--- config.mk ---
export PLATFORM = sky130hd
export DESIGN_NAME = sort_pkt_arbiter
export DESIGN_NICKNAME = d
export VERILOG_FILES = /design/src/rtl/sort_pkt_arbiter.sv
export SDC_FILE = /design/constraint.sdc
export NUM_CORES = 1
export LEC_CHECK = 0
export CAP_MARGIN = 10
export CORE_MARGIN = 5
export CORE_UTILIZATION = 48
export CTS_CLUSTER_DIAMETER = 40
export CTS_CLUSTER_SIZE = 10
export DETAILED_ROUTE_END_ITERATION = 10
export HOLD_SLACK_MARGIN = 0.02
export PLACE_DENSITY = 0.9
export RECOVER_POWER = 50
export SETUP_SLACK_MARGIN = 0.3
export SYNTH_ARGS = -nofsm -noshare
export SYNTH_HDL_FRONTEND = slang
export SYNTH_SLANG_ARGS = --single-unit
--- constraint.sdc ---
create_clock -name clk_i -period 5.53 [get_ports clk_i]
set_clock_uncertainty 0.2 [all_clocks]
set_input_delay 0.553 -clock clk_i [delete_from_list [all_inputs] [get_ports clk_i]]
set_output_delay 0.553 -clock clk_i [all_outputs]
set_load 0.02 [all_outputs]
--- src/rtl/sort_pkt_arbiter.sv ---
// sort_pkt_arbiter: packet-level round-robin arbiter in front of one sorter.
// Ports: clk_i/arst_n_i; snk_* are N_SRC Avalon-ST sinks (data packed
// k*DWIDTH), src_* is the registered stream to the sorter, src_channel_o
// tags each word with its source, pkt_trunc_o pulses with a cut-off word.
module sort_pkt_arbiter #(
  parameter int DWIDTH      = 8,
  parameter int N_SRC       = 4,
  parameter int MAX_PKT_LEN = 256,
  localparam int CW = $clog2(N_SRC),
  localparam int LW = $clog2(MAX_PKT_LEN) + 1
) (
  input  logic                    clk_i,
  input  logic                    arst_n_i,
  input  logic [N_SRC*DWIDTH-1:0] snk_data_i,
  input  logic [N_SRC-1:0]        snk_startofpacket_i,
  input  logic [N_SRC-1:0]        snk_endofpacket_i,
  input  logic [N_SRC-1:0]        snk_valid_i,
  output logic [N_SRC-1:0]        snk_ready_o,
  output logic [DWIDTH-1:0]       src_data_o,
  output logic                    src_startofpacket_o,
  output logic                    src_endofpacket_o,
  output logic                    src_valid_o,
  input  logic                    src_ready_i,
  output logic [CW-1:0]           src_channel_o,
  output logic                    pkt_trunc_o
);

  typedef enum logic [1:0] {
    IDLE_S,
    PASS_S,
    DROP_S
  } state_e;

  localparam logic [LW-1:0] LAST = LW'(MAX_PKT_LEN - 1);
  localparam logic [CW-1:0] TOP  = CW'(N_SRC - 1);

  state_e state_q, state_d;

  logic [CW-1:0]     grant_q, grant_d;
  logic [CW-1:0]     ptr_q, ptr_d;
  logic [LW-1:0]     len_q, len_d;
  logic [DWIDTH-1:0] data_q, data_d;
  logic [CW-1:0]     chan_q, chan_d;
  logic              vld_q, vld_d;
  logic              sop_q, sop_d;
  logic              eop_q, eop_d;
  logic              trunc_q, trunc_d;

  logic [N_SRC-1:0]  req;
  logic              stage_free;
  logic              accept;

  logic              g_valid;
  logic              g_sop;
  logic              g_eop;
  logic [DWIDTH-1:0] g_data;

  logic [CW-1:0]     pick;
  logic              pick_ok;

  assign req        = snk_valid_i & snk_startofpacket_i;
  assign stage_free = ~vld_q | src_ready_i;

  // Grantee's beat
  always_comb begin
    g_valid = 1'b0;
    g_sop   = 1'b0;
    g_eop   = 1'b0;
    g_data  = '0;
    for (int k = 0; k < N_SRC; k++) begin
      if (grant_q == CW'(k)) begin
        g_valid = snk_valid_i[k];
        g_sop   = snk_startofpacket_i[k];
        g_eop   = snk_endofpacket_i[k];
        g_data  = snk_data_i[k*DWIDTH +: DWIDTH];
      end
    end
  end

  // First requester at or above the pointer, wrapping
  always_comb begin
    int idx;
    idx     = 0;
    pick    = '0;
    pick_ok = 1'b0;
    for (int i = 0; i < N_SRC; i++) begin
      idx = (int'(ptr_q) + i) % N_SRC;
      if (!pick_ok && req[CW'(idx)]) begin
        pick_ok = 1'b1;
        pick    = CW'(idx);
      end
    end
  end

  always_comb begin
    state_d     = state_q;
    grant_d     = grant_q;
    ptr_d       = ptr_q;
    len_d       = len_q;
    vld_d       = vld_q;
    data_d      = data_q;
    sop_d       = sop_q;
    eop_d       = eop_q;
    chan_d      = chan_q;
    trunc_d     = 1'b0;
    snk_ready_o = '0;
    accept      = 1'b0;

    // A drained stage empties unless a beat reloads it below
    if (stage_free) begin
      vld_d = 1'b0;
    end

    unique case (state_q)
      IDLE_S: begin
        // Stray mid-packet beats are swallowed here
        snk_ready_o = snk_valid_i & ~snk_startofpacket_i;
        if (pick_ok) begin
          grant_d = pick;
          ptr_d   = (pick == TOP) ? '0 : pick + CW'(1);
          len_d   = '0;
          state_d = PASS_S;
        end
      end

      PASS_S: begin
        snk_ready_o[grant_q] = stage_free;
        accept = g_valid & stage_free;
        if (accept) begin
          vld_d  = 1'b1;
          data_d = g_data;
          sop_d  = g_sop;
          eop_d  = g_eop;
          chan_d = grant_q;
          len_d  = len_q + LW'(1);
          if (g_eop) begin
            len_d   = '0;
            state_d = IDLE_S;
          end else if (len_q == LAST) begin
            // Cut the packet so the sorter FIFO cannot overflow
            eop_d   = 1'b1;
            trunc_d = 1'b1;
            len_d   = '0;
            state_d = DROP_S;
          end
        end
      end

      DROP_S: begin
        snk_ready_o[grant_q] = 1'b1;
        if (g_valid && g_eop) begin
          state_d = IDLE_S;
        end
      end

      default: begin
        state_d = IDLE_S;
      end
    endcase
  end

  always_ff @(posedge clk_i or negedge arst_n_i) begin
    if (!arst_n_i) begin
      state_q <= IDLE_S;
      grant_q <= '0;
      ptr_q   <= '0;
      len_q   <= '0;
      vld_q   <= 1'b0;
      data_q  <= '0;
      sop_q   <= 1'b0;
      eop_q   <= 1'b0;
      chan_q  <= '0;
      trunc_q <= 1'b0;
    end else begin
      state_q <= state_d;
      grant_q <= grant_d;
      ptr_q   <= ptr_d;
      len_q   <= len_d;
      vld_q   <= vld_d;
      data_q  <= data_d;
      sop_q   <= sop_d;
      eop_q   <= eop_d;
      chan_q  <= chan_d;
      trunc_q <= trunc_d;
    end
  end

  assign src_valid_o         = vld_q;
  assign src_data_o          = data_q;
  assign src_startofpacket_o = sop_q;
  assign src_endofpacket_o   = eop_q;
  assign src_channel_o       = chan_q;
  assign pkt_trunc_o         = trunc_q;

endmodule

==> flow_results.org <==
** STA
- The smallest clock period supported by the final layout is computed as between 3 and 4 ns.
- For the pin with the worst max-slew slack, the measured transition is 1.57 ns.
- Pins over their slew limit :: 30
- Achievable Freq :: 325 MHz
- Final setup violation count :: 0
- After layout, the worst setup slack is roughly 2.4 ns.
- The final hold violation count was 0.
- In this run the tightest slew margin relative to its limit is -0.0454.
- Unrepaired setup endpoints after global routing :: no
- Final Cycle Share :: 0.557
- Adding up every negative setup slack in the final design gives 0 ns.

** Synth
- Synthesis produced 173 cells.
- Number of nets produced by synthesis :: between 200 and 250
- Yosys printed 0 warnings.
- Top cell type by total area after synthesis :: dfrtp_1
- Seq cells post-synth :: 29
- Most frequent cell after synthesis :: dfrtp_1
- The synthesized netlist contains 47 unique library cells.
- Of all flip-flops after synthesis, the portion carrying an async set or reset was 1.00.
- Leading cell types by count after synthesis :: dfrtp_1 (29), nand2_1 (18), mux2_2 (12), mux4_2 (10), nor2_1 (10)
- Sorting the synthesized cells by area gives the leading types as dfrtp_1 (40%), mux4_2 (12%), mux2_2 (7.4%).
- Cell area after technology mapping :: 0.00183 mm^2
- The most used flip-flop cell after synthesis is dfrtp_1.
- Dividing the synthesized area by the synthesized cell count gives between 10 and 15 um^2.
- The share of synthesized area in the top cell type comes to 0.396.
- Sequential area share after synthesis :: 0.396
- Count of flip-flops with a built-in enable after synthesis :: 0

** Cells and area
- After routing the design area is 0.00259 mm^2.
- Filler instances :: roughly 280
- Diodes inserted :: 0
- Number of nets in the layout :: between 200 and 300
- Final instance count without filler cells :: roughly 290
- Of the cells placed in the final design, the portion with a size suffix greater than 1 is 0.152.
- From synthesis to final layout, the design area changed by 41.4%.

** Die
- 65 I/O pins were placed.
- From left edge to right edge, the die measures a little over 70 um.
- In this run the standard cell core region covers 0.00369 mm^2.
- Number of standard-cell rows in the floorplan :: 22
- In this run the vertical extent of the chip is just over 70 um.
- Initial Util :: 0.496
- The die covers just over 0.005 mm^2.

** Drt
- The detailed router put a total of 1950 um of wire on met1.
- Once detail routing completed, the nets flagged for antenna violations numbered 0.
- Vias per std cell :: 5.81
- DRC marker count from the first detailed-route iteration :: 143
- Uppermost signal routing layer after detailed routing :: met4
- Final routed wirelength across all metal layers :: between 4000 and 5000 um
- For this run, design rule violations remaining after detail routing come to 0.
- Detailed routing placed a total of 2630 um of wire on met2.
- After detailed routing, the average wire length per cell comes to around 17 um.
- Summed over all nets, wire length on met3 after detailed routing comes to around 290 um.
- Across all layers, the routed design uses roughly 1700 vias.
- Total iterations of the first detailed-routing run :: 4

** Placement
- Counting tap cells, the placed design contains a total of 277 instances.
- At the placement stage, the worst setup path has a slack of approximately 2.5 ns.
- HPWL after DPL :: 3790 um
- After detailed placement, the total cell area comes to around 0.0025 mm^2.
- Count of buffers from port buffering :: between 60 and 70
- Routability congestion estimate :: between 0.8 and 0.9

** Power
- Summed over all cells, the static leakage comes to between 1 and 1.5 nW.
- In this run the power density over the cells is between 400 and 500 mW/mm^2.
- Across the VDD grid, the largest voltage drop is ~0.00027 V.
- Total design power :: roughly 1.2 mW

** Global routing
- Initial antenna violation count :: 0
- For this run the aggregate overflow at the end of global routing stands at 0.
- Entering global routing, the biggest net connects 30 pins.
- All-Layer GR Usage :: 0.200
- First-pass GRT wire length :: ~8000 um
- The via count of the first global-routing pass came to approximately 1600.

** CTS
- CTS hold repair buffers :: 0
- Clock-pin slew was measured on the worst setup and hold paths at 0.06 ns.
- Clock sink count :: 29
- Clock root cell :: clkbuf_8
- Clock latency on the worst-skew pair, taken at its later pin, is 0.27 ns.
- TritonCTS clock tree :: done
- Number of resized instances in the post-cts repair step :: 0
- Num CTS Buffers :: 5
- Worst-case clock buffer depth :: 2
- H-Tree Level Count :: 2
- The number of setup buffers added after CTS is 0.

** Critical path
- The critical path is of the in -> out type.
- Data arrival time of the worst path :: around 2.3 ns
- Kind of start point of the critical path :: input pin
- Maximum fanout count along the critical path :: 4
- Kind of end point of the critical path :: output pin
- Data required time at the worst endpoint :: between 4 and 5 ns

** Status
- The flow ran to the end, but the final reports show violations.
- The checks that failed: max-capacitance violations, max-slew violations.

** Min path
- Hold/Removal Path Class :: reg -> reg

** Flow run
- Across the run, the number of max-cap violations was 1.
through the flow:
step	utilization	hold slack, ns
after floorplan	-	0.0574
final	0.702	0.280
after global routing	0.702	0.306
after detailed placement	0.675	0.267
after CTS	0.703	0.281
after global placement	0.675	0.259
placed cells by master (no fill, tap or decap), types with 2 or more instances in the layout:
| master | Yosys | routed |
|---|---|---|
| a211o_1 | 2 | 2 |
| nand3_1 | 6 | 6 |
| and3_1 | 3 | 3 |
| dfrtp_1 | 29 | 29 |
| a21boi_0 | 2 | 2 |
| a21oi_1 | 4 | 4 |
| o21ai_0 | 9 | 9 |
| o32ai_1 | 2 | 2 |
| nand2b_1 | 5 | 5 |
| inv_1 | 4 | 4 |
| dlygate4sd3_1 | 0 | 10 |
| clkdlybuf4s50_1 | 0 | 54 |
| nor2b_1 | 3 | 3 |
| a21o_1 | 6 | 6 |
| and2_1 | 3 | 3 |
| a22o_1 | 4 | 4 |
| nor2_1 | 10 | 10 |
| mux2_2 | 12 | 12 |
| clkbuf_8 | 0 | 7 |
| or2_2 | 3 | 3 |
| a31oi_1 | 3 | 3 |
| mux4_2 | 10 | 10 |
| nor3_1 | 3 | 3 |
| o211a_1 | 2 | 2 |
| nand2_1 | 18 | 18 |
| o21a_1 | 3 | 3 |
sequential cells by signal (all words and copies together), names as in the netlist, named ones only:
name,cells
len_q,9
src_data_o,8
grant_q,2
src_channel_o,2
state_q,2
pkt_trunc_o,1
ptr_q,1
src_endofpacket_o,1
src_startofpacket_o,1
src_valid_o,1
cell families after synthesis:
family	count (synthesis)	share of synthesized area
AOI/OAI and AO/OA	42	0.163
adders and majority gates	1	0.00683
buffers and inverters	13	0.0342
DFF	29	0.396
muxes	24	0.217
and+or+nand+nor	64	0.183
routing by layer:
layer  up-vias  GRT usage
li1        778          -
met1       800      0.251
met2        69      0.352
met3         8     0.0238
met4         0     0.0710
met5         -          0
power by group:
group	total [mW]	leakage [nW]	switching, mW	internal (mW)
Clock	0.186	0.0542	0.0743	0.112
Combinational	0.621	0.672	0.294	0.327
Sequential	0.383	0.362	0.0969	0.286
worst max-delay path, cell delays in order:
cell             delay [ns]
clkdlybuf4s50_1        0.46
nand2b_1               0.17
a21o_1                 0.19
nand2b_1               0.09
o32ai_1                0.16
clkdlybuf4s50_1        0.70
path summary, 6_finish.rpt:
check                            start              to  slack [ns]  cells past startpoint
max                        src_ready_i  snk_ready_o[0]        2.45                      6
min                           len_q[8]        len_q[8]        0.28                      1
max reg2reg                 grant_q[0]   src_data_o[6]        2.83                      4
min reg2reg                   len_q[8]        len_q[8]        0.28                      1
max in group asynchronous     arst_n_i      state_q[1]        3.22                      2
min in group asynchronous     arst_n_i       async pin        1.00                      2
area by class of cell:
class	count	area, um^2	share of cell area
flip-flops and latches	29	726	0.280
multi-input cells	131	1040	0.403
repair buffers	65	644	0.249
clock inverters	1	5.00	0.00193
inverters	4	15.0	0.00580
clock buffers	7	96.3	0.0372
well taps	48	60.1	0.0232
No activity file was read; power rests on OpenSTA's default activity.
